===== src/rtl/set_assoc_cache.sv =====
// Two-way set-associative cache with selectable write-back or write-through policy.
// A block of 2**BLK_BITS words moves one word per mem_ready handshake.
`timescale 1ns/1ps
module set_assoc_cache #(
    parameter int WORD_W     = 16,
    parameter int IDX_BITS   = 2,
    parameter int BLK_BITS   = 2,
    parameter int WRITE_BACK = 1
) (
    input  logic              clk,
    input  logic              reset_n,
    input  logic              cpu_read,
    input  logic              cpu_write,
    input  logic [WORD_W-1:0] cpu_addr,
    input  logic [WORD_W-1:0] cpu_wdata,
    output logic [WORD_W-1:0] cpu_rdata,
    output logic              cpu_ready,
    output logic              mem_read,
    output logic              mem_write,
    output logic [WORD_W-1:0] mem_addr,
    output logic [WORD_W-1:0] mem_wdata,
    input  logic [WORD_W-1:0] mem_rdata,
    input  logic              mem_ready,
    output logic [15:0]       hit_count,
    output logic [15:0]       miss_count
);
    localparam int SETS  = 1 << IDX_BITS;
    localparam int WORDS = 1 << BLK_BITS;
    localparam int TAG_W = WORD_W - IDX_BITS - BLK_BITS;
    localparam logic [BLK_BITS-1:0] LAST_WORD = BLK_BITS'(WORDS - 1);

    typedef enum logic [1:0] {IDLE, WBACK, REFILL, WTWRITE} state_e;

    state_e               state_q, state_d;
    logic [SETS-1:0][1:0] valid_q, valid_d, dirty_q, dirty_d;
    logic [SETS-1:0]      lru_q, lru_d;
    logic [TAG_W-1:0]     tag_q  [SETS][2];
    logic [TAG_W-1:0]     tag_d  [SETS][2];
    logic [WORD_W-1:0]    data_q [SETS][2][WORDS];
    logic [WORD_W-1:0]    data_d [SETS][2][WORDS];
    logic [BLK_BITS-1:0]  cnt_q, cnt_d;
    logic                 victim_q, victim_d;
    logic                 missed_q, missed_d;
    logic [15:0]          hit_cnt_q, hit_cnt_d, miss_cnt_q, miss_cnt_d;

    logic [BLK_BITS-1:0]  word_idx;
    logic [IDX_BITS-1:0]  set_idx;
    logic [TAG_W-1:0]     cpu_tag;
    logic                 hit0, hit1, hit, hit_way, victim_sel, alloc_req;

    function automatic logic [15:0] sat_inc(input logic [15:0] v);
        return (v == 16'hFFFF) ? v : v + 16'd1;
    endfunction

    assign word_idx   = cpu_addr[BLK_BITS-1:0];
    assign set_idx    = cpu_addr[IDX_BITS+BLK_BITS-1:BLK_BITS];
    assign cpu_tag    = cpu_addr[WORD_W-1:IDX_BITS+BLK_BITS];
    assign hit0       = valid_q[set_idx][0] && (tag_q[set_idx][0] == cpu_tag);
    assign hit1       = valid_q[set_idx][1] && (tag_q[set_idx][1] == cpu_tag);
    assign hit        = hit0 | hit1;
    assign hit_way    = hit1;
    assign victim_sel = !valid_q[set_idx][0] ? 1'b0 :
                        !valid_q[set_idx][1] ? 1'b1 : lru_q[set_idx];
    // Write-through writes never allocate, so only they bypass the refill path.
    assign alloc_req  = cpu_read || (cpu_write && (WRITE_BACK != 0));
    assign hit_count  = hit_cnt_q;
    assign miss_count = miss_cnt_q;

    always_comb begin
        // NOTE: every output and _d gets a default first so no path can infer a latch.
        state_d    = state_q;
        valid_d    = valid_q;
        dirty_d    = dirty_q;
        lru_d      = lru_q;
        tag_d      = tag_q;
        data_d     = data_q;
        cnt_d      = cnt_q;
        victim_d   = victim_q;
        missed_d   = missed_q;
        hit_cnt_d  = hit_cnt_q;
        miss_cnt_d = miss_cnt_q;
        cpu_ready  = 1'b0;
        mem_read   = 1'b0;
        mem_write  = 1'b0;
        mem_addr   = '0;
        mem_wdata  = '0;

        case (state_q)
            IDLE: begin
                if (alloc_req) begin
                    if (hit) begin
                        cpu_ready = 1'b1;
                        lru_d[set_idx] = ~hit_way;
                        if (cpu_write) begin
                            data_d[set_idx][hit_way][word_idx] = cpu_wdata;
                            dirty_d[set_idx][hit_way] = 1'b1;
                        end
                    end else begin
                        missed_d   = 1'b1;
                        miss_cnt_d = sat_inc(miss_cnt_q);
                        victim_d   = victim_sel;
                        cnt_d      = '0;
                        state_d    = (valid_q[set_idx][victim_sel] && dirty_q[set_idx][victim_sel])
                                     ? WBACK : REFILL;
                    end
                end else if (cpu_write) begin
                    state_d = WTWRITE;
                    if (!hit) begin
                        missed_d   = 1'b1;
                        miss_cnt_d = sat_inc(miss_cnt_q);
                    end
                end
            end
            WBACK: begin
                mem_write = 1'b1;
                mem_addr  = {tag_q[set_idx][victim_q], set_idx, cnt_q};
                mem_wdata = data_q[set_idx][victim_q][cnt_q];
                if (mem_ready) begin
                    cnt_d = cnt_q + BLK_BITS'(1);
                    if (cnt_q == LAST_WORD) begin
                        dirty_d[set_idx][victim_q] = 1'b0;
                        cnt_d   = '0;
                        state_d = REFILL;
                    end
                end
            end
            REFILL: begin
                mem_read = 1'b1;
                mem_addr = {cpu_tag, set_idx, cnt_q};
                if (mem_ready) begin
                    data_d[set_idx][victim_q][cnt_q] = mem_rdata;
                    cnt_d = cnt_q + BLK_BITS'(1);
                    if (cnt_q == LAST_WORD) begin
                        tag_d[set_idx][victim_q]   = cpu_tag;
                        valid_d[set_idx][victim_q] = 1'b1;
                        dirty_d[set_idx][victim_q] = 1'b0;
                        state_d = IDLE;
                    end
                end
            end
            WTWRITE: begin
                mem_write = 1'b1;
                mem_addr  = cpu_addr;
                mem_wdata = cpu_wdata;
                if (mem_ready) begin
                    cpu_ready = 1'b1;
                    state_d   = IDLE;
                    if (hit) begin
                        data_d[set_idx][hit_way][word_idx] = cpu_wdata;
                        lru_d[set_idx] = ~hit_way;
                    end
                end
            end
            default: state_d = IDLE;
        endcase

        // A request that ever missed completes as a hit but is not counted as one.
        if (cpu_ready) begin
            missed_d = 1'b0;
            if (!missed_q) hit_cnt_d = sat_inc(hit_cnt_q);
        end
        cpu_rdata = (cpu_ready && cpu_read) ? data_q[set_idx][hit_way][word_idx] : '0;
        if (!reset_n) begin
            mem_read  = 1'b0;
            mem_write = 1'b0;
        end
    end

    // NOTE: tag and data arrays are not reset; valid bits gate every use of them.
    always_ff @(posedge clk) begin
        tag_q  <= tag_d;
        data_q <= data_d;
    end

    always_ff @(posedge clk) begin
        if (!reset_n) begin
            state_q    <= IDLE;
            valid_q    <= '0;
            dirty_q    <= '0;
            lru_q      <= '0;
            cnt_q      <= '0;
            victim_q   <= 1'b0;
            missed_q   <= 1'b0;
            hit_cnt_q  <= '0;
            miss_cnt_q <= '0;
        end else begin
            state_q    <= state_d;
            valid_q    <= valid_d;
            dirty_q    <= dirty_d;
            lru_q      <= lru_d;
            cnt_q      <= cnt_d;
            victim_q   <= victim_d;
            missed_q   <= missed_d;
            hit_cnt_q  <= hit_cnt_d;
            miss_cnt_q <= miss_cnt_d;
        end
    end
endmodule


===== config.mk =====
export PLATFORM = sky130hd
export DESIGN_NAME = set_assoc_cache
export DESIGN_NICKNAME = d
export VERILOG_FILES = /design/src/rtl/set_assoc_cache.sv
export SDC_FILE = /design/constraint.sdc
export NUM_CORES = 1
export LEC_CHECK = 0
export CORE_UTILIZATION = 40
export DETAILED_ROUTE_END_ITERATION = 10
export HOLD_SLACK_MARGIN = 0.1
export MAX_ROUTING_LAYER = met4
export PLACE_DENSITY = 0.56
export SYNTH_ARGS = -nofsm -noshare
export SYNTH_HDL_FRONTEND = slang
export SYNTH_SLANG_ARGS = --single-unit

===== constraint.sdc =====
create_clock -name clk -period 6.5 [get_ports clk]
set_clock_uncertainty 0.05 [all_clocks]
set_input_delay 0.975 -clock clk [delete_from_list [all_inputs] [get_ports clk]]
set_output_delay 0.975 -clock clk [all_outputs]
set_load 0.02 [all_outputs]

# Yosys cells after proc, flatten, opt, wreduce, memory -nomap -nowiden
# Cells that the tools add are included.
# word_totals
ff_bits,666
# classes
add_sub_neg,3
magnitude_cmp,17
eq_ne,22
muxes,114
bitwise_logic,15
reduce_logical,31
# op_table
op,count
512-bit two-way mux,6
512-bit one-hot mux with 3 select lines,1
512-bit bitwise mux,2
128-bit demux with 2-bit select,2
128-bit two-way mux,4
64-bit two-way mux,8
128-bit binary-select mux with 2-bit select,1
16-bit two-way mux,11
64-bit demux with 1-bit select,2
96-bit bitwise mux,1
24-bit two-way mux,3
16-bit binary-select mux with 2-bit select,2
16-bit demux with 2-bit select,2
24-bit binary-select mux with 2-bit select,1
24-bit demux with 2-bit select,1
12-bit two-way mux,4
16-bit one-hot mux with 3 select lines,1
8-bit two-way mux,5
2-bit two-way mux,18
16-bit by 1-bit adder with 16-bit output (second input constant),2
16-bit equality test (second input constant),2
16-bit one-hot mux with 2 select lines,1
12-bit equality test,2
1-bit two-way mux,20
other kinds (45),100

# Logic depth before layout (Yosys ltp)
# Gate-level depths: netlist of the first run.
# depth
depth_word,18
mapped_depth,14
depth_no_buf,10

# Worst setup path after synthesis of the first run
# No wires, ideal clock.
# synth_timing
path_kind,input port to output port
from,input port cpu_addr[3]
to,output port cpu_rdata[3]
t_arrival_ns,3.963
required_ns,5.475
slack_ns,1.512
path_stages,11
path_buffers,3
path_cell_list,buf_2 -> buf_4 -> mux2i_1 -> mux2_2 -> a211oi_1 -> nand4b_2 -> nor2_2 -> buf_4 -> nor3_1 -> a211o_1 -> a2111oi_1
# synth_between
elab_chain_cells,14
# synth_lines
element,line,rtl
start: declaration,14,"input logic [WORD_W-1:0] cpu_addr,"
2-bit inverter with 3-bit output (not written as such),"58, 59, 162",
24-bit binary-select mux with 2-bit select,"58, 59",
24-bit two-way mux (not written as such) (2 in a row),58,assign hit0 = valid_q[set_idx][0] && (tag_q[set_idx][0] == cpu_tag);
12-bit equality test,59,assign hit1 = valid_q[set_idx][1] && (tag_q[set_idx][1] == cpu_tag);
1-bit logical AND,59,
1-bit inverter with 2-bit output (not written as such),162,cpu_rdata = (cpu_ready && cpu_read) ? data_q[set_idx][hit_way][word_idx] : '0;
64-bit two-way mux (not written as such) (3 in a row),162,
16-bit binary-select mux with 2-bit select,162,
16-bit two-way mux (not written as such) (2 in a row),162,
16-bit two-way mux *,162,
end: declaration,16,"output logic [WORD_W-1:0] cpu_rdata,"
# Every way passes the cells marked *; elsewhere a longest branch is shown, timed or not. The select of a mux whose other input is x is not followed.

# Worst setup path in the final report of the first run
# layout_timing
from,input port cpu_addr[2]
to,output port cpu_rdata[0]
# Same word-level chain as after synthesis.

==> results by group, run 1 <==
Run
  • Max-Cap Viols: 0

Synthesis
  • Distinct cells, synth: 72
  • Syn Inst Count: around 2400
  • Top-count cell post-synth: edfxtp_1
  • Share of Yosys cell area claimed by the top area cell type: 55.3%
  • Async set or reset register ratio after synthesis: 0%
  • Dominant cell type by area after synthesis: edfxtp_1
  • Count of state elements after synthesis: 666
  • Sequential share of the synthesized area: around three fifths
  • Synth Net Count: ~2500
  • Top area cells in the synthesized netlist: edfxtp_1 55%, mux4_2 14%, o22ai_1 9.8%
  • Post-synth EDFFs: 608
  • Top FF cell, synth: edfxtp_1
  • Most frequent cells after synthesis: 608 x edfxtp_1, 515 x o22ai_1, 223 x clkbuf_1
  • Syn. warnings: 0
  • Mapped Area: ~33000 um2
  • Syn_area_per_cell: 13.6 um2

STA
  • Tcrit/Tclk final: 96.6%
  • Setup_tns: 0 ns
  • RSZ-0062 raised after global routing: false
  • Worst slew pin tran: 1.13 ns
  • Final Setup Violations: 0
  • F_max: 0.159 GHz
  • Max Slew Vio Count: 0
  • Slew HR: between 20% and 30%
  • Hold WS: 0.405 ns
  • Period minus WS final: 6.28 ns
  • Final hold viol count: 0
  • Worst setup margin: 0.221 ns

Global routing
  • GRT met3 Usage: about 6.4%
  • Number of global-route vias before repair: 24200
  • GRT Total Usage: about 29%
  • Antenna violations before repair: 2
  • GR Overflow Total: 0
  • Largest net degree at the start of global routing: approximately 110
  • Busiest grt layer: met2
  • M1 GR Usage: 39.0%
  • First-pass GRT wire length: around 170000 um
  • M2 GR Usage: between 40% and 50%

Floorplanning
  • Die Area: 83600 um2
  • Starting Density: about two fifths
  • Die width: ~290 um
  • Site row count: 104
  • Die H: approximately 290 um
  • IO Pins: 136
  • Core area: a little over 80000 um2

Finish
  • Filler cell count: 7141
  • Final instance area: 38400 um2
  • Register area: between 15000 and 20000 um2
  • Area of the multi-input gates: 12400 um2
  • Nets: 2599
  • Share of layout cells above drive strength 1: 22.6%
  • Area grow syn2layout: 16.5%
  • Final core utilization: 47.4%
  • Non-Filler Instances: 3653

Setup path
  • Crit path DAT: 5.25 ns
  • CP Cell Sequence: buf_8, mux4_2, xnor2_1, and4_1, nand4_2, o21ba_2, o21ai_1, nand3b_2, buf_4, a21oi_1, clkdlybuf4s50_1
  • Crit. End Element: output port
  • Critical path peak fanout: 42
  • CP Class: primary input to output port
  • Data required, critical path: ~5.5 ns
  • Crit path launch type: primary input
  • CP peak stage delay: 0.71 ns
  • CP max stage cell: clkdlybuf4s50_1

Routing
  • Routed Antenna Nets: 0
  • Post-DR vias/cell: between 6 and 7
  • Drt drc: 0
  • Vias: 24900
  • Initial drt markers: 3413
  • Final wirelength: 117000 um
  • Routed length per instance: 32.0 um
  • DRT Pass-1 Iters: 5

Clock network
  • Clock Latency Late Sink: 0.62 ns
  • CTS hold repair buffers: 0
  • CTS buffer count: 76
  • Clk sink count: 666
  • Clock Pin Slew Worst Setup and Hold Paths: 0.05 ns
  • CTS tree: yes
  • Clk root buf: clkbuf_16
  • Max Buffers Root-to-Sink: 3
  • Htree depth: 3

Power and ir drop
  • Sequential share of power: 41.1%
  • P per Cell Area: approximately 300 nW/um2
  • Sw Share: about 30%
  • Clock share of power: between 30 and 40%
  • Int Pwr: 8.03 mW
  • Net Sw Power: roughly 3.6 mW
  • Peak VDD IR: 0.227 mV
  • Gate power share: 21.9%
  • Pwr Total: between 10 and 15 mW
  • Lkg Pwr: 11.5 nW

Hold path
  • Worst hold path class: register to register

Placement
  • Placed wire-length estimate: 74800 um
  • Gpl congestion: 0.956
  • # port buffers: 135
  • Placed cell areas: around 36000 um2
  • DP Cell Count: 3517
  • Place WS: between 0.06 and 0.07 ns

Status
  • Status: finished clean
-- final timing paths --
path,from,end,slack (ns),depth (start not counted)
max reg2reg,tag_q[50]$_DFFE_PP_,data_q[396]$_DFFE_PP_,1.70,10
min reg2reg,missed_q$_SDFFE_PP0P_,missed_q$_SDFFE_PP0P_,0.40,2
min,missed_q$_SDFFE_PP0P_,missed_q$_SDFFE_PP0P_,0.40,2
max,cpu_addr[2],cpu_rdata[0],0.22,11
-- worst max-delay path: cells and delay by family --
kind	cells	cell delay (ns)
simple gates	3	0.99
mux	1	0.59
compound gates	3	0.99
buf+inv	3	1.36
xor+xnor	1	0.29
-- flip-flops by register name, summed over array words and instances (netlist names), 2 cells and up --
signal	cells
tag_q	96
data_q	512
dirty_q	8
lru_q	4
cnt_q	2
state_q	2
hit_count	16
miss_count	16
valid_q	8
-- cell families after synthesis --
logic type / after synthesis / share of synthesized area [%]
AOI/OAI and AO/OA: 670 / 13.0
DFF: 666 / 58.9
and+or+nand+nor: 468 / 6.97
buffers and inverters: 299 / 3.77
muxes: 279 / 16.3
xor gates and xnor gates: 27 / 0.740
adders and majority gates: 11 / 0.417
-- metal layers --
metal,share of wire [%],vias up
met4,3.2,0
li1,-,10100
met3,12,214
met5,0,-
met1,39,12800
met2,46,1732
-- what timing repair did --
action | 4_1_cts | 5_1_grt
setup endpoints to repair | 0 | 1
resized for setup | 0 | 1
setup buffers | 0 | 0
-- cell type report --
class / instances / area share, %
clock inverter: 37 / 0.960
clock buffer: 97 / 5.45
inverter: 15 / 0.146
tap: 1060 / 3.45
timing repair buffer: 321 / 7.26
sequential: 666 / 50.5
multi-input combinational: 1455 / 32.2
antenna: 2 / 0.0130
-- cell usage in the layout (no fill, tap or decap), types with 10 or more instances in the layout --
master / netlist / layout
inv_1: 12 / 11
clkinv_2: 0 / 11
mux2_2: 44 / 44
a211oi_1: 14 / 14
a22oi_1: 11 / 11
dfxtp_1: 58 / 57
a21oi_1: 43 / 42
or3_1: 23 / 23
clkdlybuf4s50_1: 0 / 129
a22o_1: 16 / 16
nor2_1: 117 / 114
o21ai_0: 25 / 25
nand2_1: 142 / 142
ha_1: 11 / 10
clkinv_1: 2 / 16
clkbuf_16: 0 / 79
edfxtp_1: 608 / 608
nand3_1: 37 / 37
nor3_1: 24 / 24
nand2b_1: 31 / 31
o22ai_1: 515 / 515
nand4_1: 20 / 20
mux2i_1: 34 / 34
nor2b_1: 12 / 10
mux4_2: 201 / 201
buf_4: 6 / 185
xnor2_1: 22 / 22
clkbuf_1: 223 / 13
and3_1: 18 / 18
-- power by group through the flow --
stage	registers [mW]	logic (mW)	clock network, mW
after global placement	4.85	2.43	0
after floorplan	4.85	1.44	0
final	4.76	2.53	4.29
after global routing	4.76	2.62	4.52
after CTS	4.76	2.46	4.36
after detailed placement	4.85	2.46	0
Power figures use the tool's default switching activity.
==> run 2, diff against run 1 <==
--- a/config.mk
+++ b/config.mk
@@ -5,11 +5,11 @@
 export SDC_FILE = /design/constraint.sdc
 export NUM_CORES = 1
 export LEC_CHECK = 0
-export CORE_UTILIZATION = 40
+export CORE_UTILIZATION = 30
 export DETAILED_ROUTE_END_ITERATION = 10
 export HOLD_SLACK_MARGIN = 0.1
 export MAX_ROUTING_LAYER = met4
-export PLACE_DENSITY = 0.56
+export PLACE_DENSITY = 0.45
 export SYNTH_ARGS = -nofsm -noshare
 export SYNTH_HDL_FRONTEND = slang
 export SYNTH_SLANG_ARGS = --single-unit
==> results by group, run 2 (synthesis gave the netlist of run 1 again) <==
Status
  • Status: finished clean

Global routing
  • GRT Total Usage: 24.0%
  • GR Overflow Total: 0
  • First-pass GRT wire length: approximately 190000 um
  • Number of global-route vias before repair: ~24000
  • Antenna violations before repair: 0
  • Largest net degree at the start of global routing: 115

Setup path
  • Worst Setup EP: cpu_rdata[3]
  • Crit path depth: 13
  • CP Class: primary input to output port
  • Reg2reg path depth: 12
  • CP peak stage delay: about 0.59 ns
  • Family with the most delay on the worst path: buffers and inverters
  • Data required, critical path: 5.47 ns
  • CP Cell Sequence: buf_8, mux4_2, xnor2_1, o211ai_1, and4b_1, and2_2, buf_4, buf_4, mux4_2, nor2_1, a2111oi_1, buf_4, buf_4
  • Crit. End Element: output port
  • Worst setup path start: cpu_addr[2]
  • CP Buf/Inv Count: 5
  • Critical path peak fanout: 39
  • Reg2reg start: tag_q[74]$_DFFE_PP_
  • Most common cell on crit path: buf_4
  • CP max stage cell: mux4_2
  • Crit path launch type: primary input
  • Worst R2R End: data_q[406]$_DFFE_PP_
  • Flop2flop setup slack: roughly 2.2 ns
  • Crit path DAT: 4.99 ns

Routing
  • Initial drt markers: 3070
  • Post-DR vias/cell: 6.22
  • Vias: approximately 25000
  • DRT Pass-1 Iters: 6
  • Drt drc: 0
  • Routed Antenna Nets: 0
  • Final wirelength: 132000 um
  • Routed length per instance: approximately 33 um

Hold path
  • Worst hold path class: register to register

STA
  • Hold WS: 0.417 ns
  • Tcrit/Tclk final: 92.6%
  • Slew HR: 16.2%
  • F_max: 0.166 GHz
  • Max Slew Vio Count: 0
  • Period minus WS final: about 6 ns
  • Final hold viol count: 0
  • Setup_tns: 0 ns
  • Final Setup Violations: 0
  • RSZ-0062 raised after global routing: false
  • Worst slew pin tran: ~1.3 ns

Finish
  • Reg with most FFs: data_q
  • Most frequent cells in the layout: 608 x edfxtp_1, 515 x o22ai_1, 201 x mux4_2
  • N_diodes: 0
  • Share of layout cells above drive strength 1: 22.8%
  • Commonest non-fill, non-tap cell in the layout: edfxtp_1
  • Final core utilization: between 30% and 40%
  • Nets: roughly 2600
  • Area grow syn2layout: 18.2%
  • Largest registers: data_q (512), tag_q (96)
  • Max reg flops: 512

Floorplanning
  • Die H: 334 um
  • Site row count: 121
  • Starting Density: 30.3%
  • Core area: about 110000 um2
  • Die width: 334 um
  • IO Pins: 136
  • Die Area: 111000 um2

Power and ir drop
  • P per Cell Area: 301 nW/um2
  • Peak VDD IR: 0.192 mV
  • Lkg Pwr: 11.6 nW

Placement
  • Placed wire-length estimate: 82500 um
  • Gpl congestion: 0.889
  • # port buffers: about 140

Clock network
  • CTS tree: yes
  • Clk sink count: 666
  • Clk root buf: clkbuf_16
  • Post CTS Setup Buffer Count: 0
  • Htree depth: 3
  • CTS buffer count: 76
  • Post-CTS Resized: 0
  • Clock Pin Slew Worst Setup and Hold Paths: 0.06 ns
  • Clock Latency Late Sink: 0.64 ns
  • Max Buffers Root-to-Sink: 3
  • CTS hold repair buffers: 0

Run
  • Max-Cap Viols: 0
run 2: cell count changes in the layout (fill, tap and decap cells not counted), sizes merged:
cell	change
buf	+8
clkinv	+6
clkdlybuf4s50	-4
bufinv	+2
diode	-2
clkbuf	-1
clkinvlp	+1
run 2: layout make-up:
cell class              count  area [um2]
clock inverters            46         463
fillers                 10500       70000
multi-input cells        1455       12400
flip-flops and latches    666       19400
clock buffers              95        2050
repair buffers            326        2870
well taps                1414        1770
inverters                  15        56.3
run 2: power breakdown:
group | switching [mW] | total (mW) | internal, mW
registers | 0.0313 | 4.76 | 4.73
clock network | 1.83 | 4.43 | 2.60
logic | 1.81 | 2.55 | 0.745
run 2: worst min-delay path, cell delays in order, from the launching register on:
cell	delay, ns
dfxtp_1	0.32
nor2_1	0.04
nor2_1	0.07
run 2: through the flow:
step / instance area [um2] / worst slack, ns / cells / power (mW)
finish: 39000 / 0.483 / 4017 / 11.7
global route: 39000 / 0.314 / 4017 / 12.1
global placement: 36500 / 0.490 / 3876 / 7.34
detailed placement: 36500 / 0.525 / 3876 / 7.35
CTS: 39000 / 0.506 / 4017 / 11.7
floorplan: 33000 / 1.51 / 2420 / 6.29
run 2: worst min path at each step:
stage	start	to	slack, ns	depth (start not counted)
floorplan	missed_q$_SDFFE_PP0P_	missed_q$_SDFFE_PP0P_	0.38	2
global placement	valid_q[4]$_SDFFE_PN0P_	valid_q[4]$_SDFFE_PN0P_	0.40	2
detailed placement	valid_q[4]$_SDFFE_PN0P_	valid_q[4]$_SDFFE_PN0P_	0.41	2
CTS	missed_q$_SDFFE_PP0P_	missed_q$_SDFFE_PP0P_	0.42	2
global route	miss_count[12]$_SDFFE_PN0P_	miss_count[12]$_SDFFE_PN0P_	0.44	2
finish	valid_q[4]$_SDFFE_PN0P_	valid_q[4]$_SDFFE_PN0P_	0.42	2
run 2: layer usage:
metal	vias to the layer above	GRT usage [%]	part of all wire, %
met4	0	7.43	3.1
met1	12900	32.9	42
li1	10100	-	-
met2	1698	35.6	45
met3	238	5.01	10
met5	-	-	0
